===== src/rtl/division_u8.sv =====
// rtl/division_u8.sv - unsigned restoring shift-subtract divider, one quotient bit per clock
module division_u8 #(
    parameter int WIDTH = 8
) (
    input  logic             main_clk,
    input  logic             rstn,
    input  logic             start,
    input  logic [WIDTH-1:0] A,
    input  logic [WIDTH-1:0] B,
    output logic             busy,
    output logic             done,
    output logic [WIDTH-1:0] Res,
    output logic [WIDTH-1:0] Rem,
    output logic             div_by_zero
);

    typedef enum logic {
        IDLE = 1'b0,
        RUN  = 1'b1
    } state_t;

    localparam logic [3:0] CNT_INIT = 4'(WIDTH);

    state_t           state_q, state_d;
    logic [WIDTH-1:0] quo_q, quo_d;
    logic [WIDTH-1:0] dvs_q, dvs_d;
    logic [WIDTH-1:0] part_q, part_d;
    logic [3:0]       cnt_q, cnt_d;
    logic             done_q, done_d;
    logic [WIDTH-1:0] res_q, res_d;
    logic [WIDTH-1:0] rem_q, rem_d;
    logic             dbz_q, dbz_d;

    logic [WIDTH:0]   trial;
    logic [WIDTH-1:0] part_next;
    logic [WIDTH-1:0] quo_next;

    always_ff @(posedge main_clk or negedge rstn) begin
        if (!rstn) begin
            state_q <= IDLE;
            quo_q   <= '0;
            dvs_q   <= '0;
            part_q  <= '0;
            cnt_q   <= '0;
            done_q  <= 1'b0;
            res_q   <= '0;
            rem_q   <= '0;
            dbz_q   <= 1'b0;
        end else begin
            state_q <= state_d;
            quo_q   <= quo_d;
            dvs_q   <= dvs_d;
            part_q  <= part_d;
            cnt_q   <= cnt_d;
            done_q  <= done_d;
            res_q   <= res_d;
            rem_q   <= rem_d;
            dbz_q   <= dbz_d;
        end
    end

    // One restoring step: the difference is below the divisor, so WIDTH bits hold it.
    always_comb begin
        trial = {part_q, quo_q[WIDTH-1]};
        if (trial >= {1'b0, dvs_q}) begin
            part_next = trial[WIDTH-1:0] - dvs_q;
            quo_next  = {quo_q[WIDTH-2:0], 1'b1};
        end else begin
            part_next = trial[WIDTH-1:0];
            quo_next  = {quo_q[WIDTH-2:0], 1'b0};
        end
    end

    always_comb begin
        state_d = state_q;
        quo_d   = quo_q;
        dvs_d   = dvs_q;
        part_d  = part_q;
        cnt_d   = cnt_q;
        done_d  = 1'b0;
        res_d   = res_q;
        rem_d   = rem_q;
        dbz_d   = dbz_q;
        case (state_q)
            IDLE: begin
                if (start) begin
                    quo_d   = A;
                    dvs_d   = B;
                    part_d  = '0;
                    cnt_d   = CNT_INIT;
                    state_d = RUN;
                end
            end
            RUN: begin
                quo_d  = quo_next;
                part_d = part_next;
                cnt_d  = cnt_q - 4'd1;
                if (cnt_q == 4'd1) begin
                    res_d   = quo_next;
                    rem_d   = part_next;
                    dbz_d   = (dvs_q == '0);
                    done_d  = 1'b1;
                    state_d = IDLE;
                end
            end
            default: state_d = IDLE;
        endcase
    end

    always_comb begin
        busy        = (state_q == RUN);
        done        = done_q;
        Res         = res_q;
        Rem         = rem_q;
        div_by_zero = dbz_q;
    end

endmodule


===== config.mk =====
export PLATFORM = sky130hd
export DESIGN_NAME = division_u8
export DESIGN_NICKNAME = d
export VERILOG_FILES = /design/src/rtl/division_u8.sv
export SDC_FILE = /design/constraint.sdc
export NUM_CORES = 1
export LEC_CHECK = 0
export CORE_AREA = 2 2 76 78
export CTS_CLUSTER_DIAMETER = 150
export DETAILED_ROUTE_END_ITERATION = 16
export DIE_AREA = 0 0 78 80
export PLACE_DENSITY = 0.68
export SLEW_MARGIN = 15
export SYNTH_ARGS = -nofsm -noshare
export SYNTH_HDL_FRONTEND = slang
export SYNTH_SLANG_ARGS = --single-unit

===== constraint.sdc =====
create_clock -name main_clk -period 2.65 [get_ports main_clk]
set_input_delay 0.265 -clock main_clk [delete_from_list [all_inputs] [get_ports main_clk]]
set_output_delay 0.265 -clock main_clk [all_outputs]
set_load 0.01 [all_outputs]

## Word level (Yosys, flattened, before mapping)

Cells that the tools add are included.
W data, S select, Z words.

| cells by class | value |
|---|---|
| equality and inequality tests | 2 |
| mux-type cells | 13 |
| reduce and logical (&&, ||, !) cells | 3 |
| add/sub/neg operators | 2 |
| bitwise operators | 1 |
| magnitude comparators | 1 |

Operators with widths:

| cell | number |
|---|---|
| $pmux W8 S2 | 2 |
| $mux W8 | 3 |
| $ge A9 B8 Y1 | 1 |
| $logic_not A8 Y1 | 1 |
| $pmux W4 S2 | 1 |
| $sub A8 B8 Y8 | 1 |
| $mux W1 | 5 |
| $eq A4 B1 Y1 const B | 1 |
| $mux W4 | 1 |
| $reduce_and A2 Y1 | 2 |
| $sub A4 B1 Y4 const B | 1 |
| $ne A2 B2 Y1 const B | 1 |
| $pmux W1 S2 | 1 |
| $not A1 Y1 | 1 |

| word-level totals | value |
|---|---|
| word-level logic and storage cells | 31 |
| output and inout bits | 19 |
| bits of input ports | 19 |
| register bits | 47 |

## Longest topological paths before layout

| depth | value |
|---|---|
| depth after elaboration | 3 |
| depth in mapped cells | 10 |
| depth with buffers taken out | 10 |

## Worst setup path after synthesis

Ideal clock, no wire load.

| timing | value |
|---|---|
| path type | reg-to-reg |
| start point | register part_q[0] |
| end point | register rem_q[7] (netlist: Rem[7]) |
| path buffers | 0 |
| required time | 2.525 ns |
| library setup time | 0.125 ns |
| slack | 0.464 ns |
| arrival | 2.061 ns |
| clock period less this slack | 2.186 ns |
| stages on the path, launching flop included | 8 |
| cells stage by stage | dfrtp_1 ha_1 or2b_2 a21oi_2 a31oi_2 nand2_2 mux2_1 mux2_2 |

| between the ends | value |
|---|---|
| cells in the longest elaborated chain, start to end | 2 |
| elaborated cells on any way between the ends | 3 |
| classes of those cells | add/sub: 1; order compare: 1; mux: 1 |

RTL lines:

| element | line | RTL |
|---|---|---|
| start, declared | 27 | `logic [WIDTH-1:0] part_q, part_d;` |
| start signal, assigned | 53 | `part_q <= part_d;` |
| $sub A8 B8 Y8 / $ge A9 B8 Y1 (equally long branches) | 66, 65 |  |
| $mux W8 * | 65 | `if (trial >= {1'b0, dvs_q}) begin` |
| end signal, assigned | 57 | `rem_q <= rem_d;` |
| end, declared | 31 | `logic [WIDTH-1:0] rem_q, rem_d;` |

Mark *: on every way between the ends. The rest lies on a longest branch, timed or not.
A chain may end at the register's enable or synchronous reset.

## Worst setup path after layout

Ends and elaborated chain as after synthesis.

==> metrics.md <==
| Metric | Value |
|---|---|
| Placed cell areas | `0.002845 sq mm` |
| Largest net degree at the start of global routing | `48` |
| Final WL | `4797 um` |
| Die span in y | `80 um` |
| Worst vdd ir | `0.6490 mV` |
| CP arrival | `roughly 2.5 ns` |
| Leak Pwr | `1.373 nW` |
| Layout cell share with drive strength beyond 1 | `under 10%` |
| Setup repair bufs after CTS | `0` |
| Synthesized cell area | `between 0.002 and 0.0025 sq mm` |
| Synth-to-Final Area Change | `23.72%` |
| Pwr/cell area | `1421 mW/mm^2` |
| Hold Path Class | `flip-flop to flip-flop` |
| Largest stage delay, worst path | `approximately 0.43 ns` |
| Vias in the first global route | `around 1700` |
| Core area | `0.005405 sq mm` |
| CP startpoint kind | `flip-flop` |
| Critical path endpoint category | `flip-flop` |
| Critical path's slowest cell | `dfrtp_1` |
| Global placer's final weighted congestion | `0.9136` |
| Initial antenna violation count | `0` |
| Share of synthesized registers carrying an async set or reset | `100.0%` |
| Gr ovfl total | `0` |
| WL per Instance | `roughly 14 um` |
| Sequential-to-total area share from yosys stat | `roughly half` |
| Crit Path Max Fanout | `6` |
| Path type of the worst setup path | `flip-flop to flip-flop` |
| Vias | `roughly 1800` |
| Cell variety after synth | `39` |
| Total CTS buffers | `5` |
| Initial core utilization | `44.21%` |
| Routed vias/inst | `between 5 and 6` |
| Drt initial violations | `between 50 and 60` |
| CTS H-tree lvls | `2` |
| Pwr Total | `~4.2 mW` |
| DRC errors left | `0` |
| Fin Clk Skew | `about 0.009 ns` |
| Final Net Count | `between 300 and 400` |
| Ant diodes | `0` |
| Detail Route Antenna Nets | `0` |
| Final Hold Viols | `0` |
| Crit path time final | `about 2.3 ns` |
| Rel. slew slack | `61.34%` |
| CP Depth | `7` |
| Pre-Repair DR Iteration Count | `4` |
| Final setup margin | `~0.30 ns` |
| Number of enable flip-flop cells after synthesis | `0` |
| Cells after synthesis | `between 200 and 250` |
| Fmax | `about 430 MHz` |
| Cells on Worst Hold Path | `2` |
| Worst-margin pin slew | `roughly 0.58 ns` |
| Post-synth top flop | `dfrtp_1` |
| Total track usage | `17.04%` |
| Cell taking the most area after synthesis | `dfrtp_1` |
| First-pass GRT wire length | `8211 um` |
| Final setup vio count | `0` |
| Fin crit share | `between 80% and 90%` |
| Max-cap viol count | `0` |
| Syn. warnings | `0` |
| Synth area leaders | `dfrtp_1 49%, nand2_1 7.4%, mux2i_1 6.7%` |
| Syn_nets | `272` |
| Outcome | `completed` |
| CTS tree | `yes` |
| FF+latch count, synth | `47` |
| Die area | `0.006240 sq mm` |
| Synth top area share | `49.21%` |
| Buf/Inv on CP | `0` |
| Die W | `between 70 and 80 um` |
| Req. time, crit path | `about 2.9 ns` |
| Root Driver | `clkbuf_8` |
| Row cnt | `27` |
| Slew Viols, Final | `0` |
| RSZ-0062 raised after global routing | `false` |
| Dpl ws | `roughly 0.34 ns` |
| Commonest non-fill, non-tap cells in the layout | `47 x dfrtp_1, 47 x nand2_1, 36 x clkdlybuf4s50_1, 24 x o21ai_0, 16 x mux2i_1` |
| Number of top-level pins | `38` |
| Worst-path cell chain | `ha_1 > or2b_2 > a21oi_2 > a31oi_2 > nand2_2 > mux2_1 > mux2_2` |
| Post-detail-place hpwl | `about 3500 um` |
| CP delay by family, top | `multiplexers` |
| Total negative slack | `0 ns` |
| Post-Layout Inst Area | `~0.0030 sq mm` |
| Hold Buf Count CTS | `0` |
| Port bufs | `37` |
| Clock slew seen by the registers of the worst setup and hold paths | `roughly 0.09 ns` |
| # clock sinks | `47` |
| Post_cts resized | `0` |
| Mean Syn Cell Area | `9.875 sq um` |
| Skew-Pair Late Insertion Delay | `0.31 ns` |
| Register-to-Register Path Depth | `7` |
| Clock Tree Buf Depth | `2` |
worst min-delay path, cell delays in order, from the launching register on:
cell,delay (ns)
dfrtp_1,0.35
nand2_1,0.05
nand2_1,0.05
sequential cells by signal, indices dropped and copies added, names as in the netlist:
| signal | count |
|---|---|
| Rem | 8 |
| Res | 8 |
| dvs_q | 8 |
| part_q | 8 |
| quo_q | 8 |
| cnt_q | 4 |
| busy | 1 |
| div_by_zero | 1 |
| done | 1 |
final timing paths:
path	start	slack, ns	endpoint
setup / recovery	part_q[0]	0.30	Rem[7]
hold / removal	Res[5]	0.48	Res[5]
setup reg to reg	part_q[0]	0.30	Rem[7]
hold reg to reg	Res[5]	0.48	Res[5]
max in group asynchronous	rstn	1.75	dvs_q[1]
min in group asynchronous	rstn	0.49	Rem[5]
area by class of cell:
class | count | area, sq um
sequential | 47 | 1176
timing repair buffer | 43 | 415.4
inverter | 15 | 56.30
clock inverter | 2 | 16.27
tap | 72 | 90.09
clock buffer | 6 | 82.58
multi-input combinational | 170 | 1120
fill | 502 | 2449
stage by stage:
| stage | cells | hold slack, ns | utilization (%) |
|---|---|---|---|
| detailed placement | 346 | 0.4616 | 52.64 |
| global route | 355 | 0.5021 | 54.70 |
| floorplan | 242 | -0.03059 | - |
| global placement | 346 | 0.4582 | 52.64 |
| CTS | 354 | 0.1678 | 54.47 |
| finish | 355 | 0.4797 | 54.70 |
routing by layer:
layer | track usage (%) | wire, um
met3 | 3.733 | 237
met4 | 6.842 | 92
met2 | 26.72 | 2211
met1 | 23.02 | 2255
met5 | 0 | 0
cells in the mapped netlist, types with 3 or more instances:
| library cell | n |
|---|---|
| a21oi_1 | 6 |
| buf_1 | 3 |
| clkbuf_1 | 7 |
| dfrtp_1 | 47 |
| ha_1 | 10 |
| inv_1 | 15 |
| mux2_2 | 4 |
| mux2i_1 | 16 |
| nand2_1 | 47 |
| nand2b_1 | 7 |
| nand3_1 | 5 |
| nor2_1 | 9 |
| nor3_1 | 5 |
| o21ai_0 | 24 |
| o31ai_1 | 3 |
| xnor2_1 | 5 |
report_power, final:
part	total [mW]	leakage, nW	internal [mW]	switching (mW)
combinational	2.39	0.756	1.13	1.25
clock	0.460	0.0474	0.213	0.247
sequential	1.35	0.571	1.08	0.271
total	4.20	1.37	2.43	1.77
cell families after synthesis:
logic type | synth area share [%]
buffers and inverters | 3.927
DFF | 49.21
adders and majority gates | 6.073
AOI/OAI and AO/OA | 12.78
and+or+nand+nor | 16.75
xor gates and xnor gates | 2.199
muxes | 9.057
(Power assumes the default switching activity.)
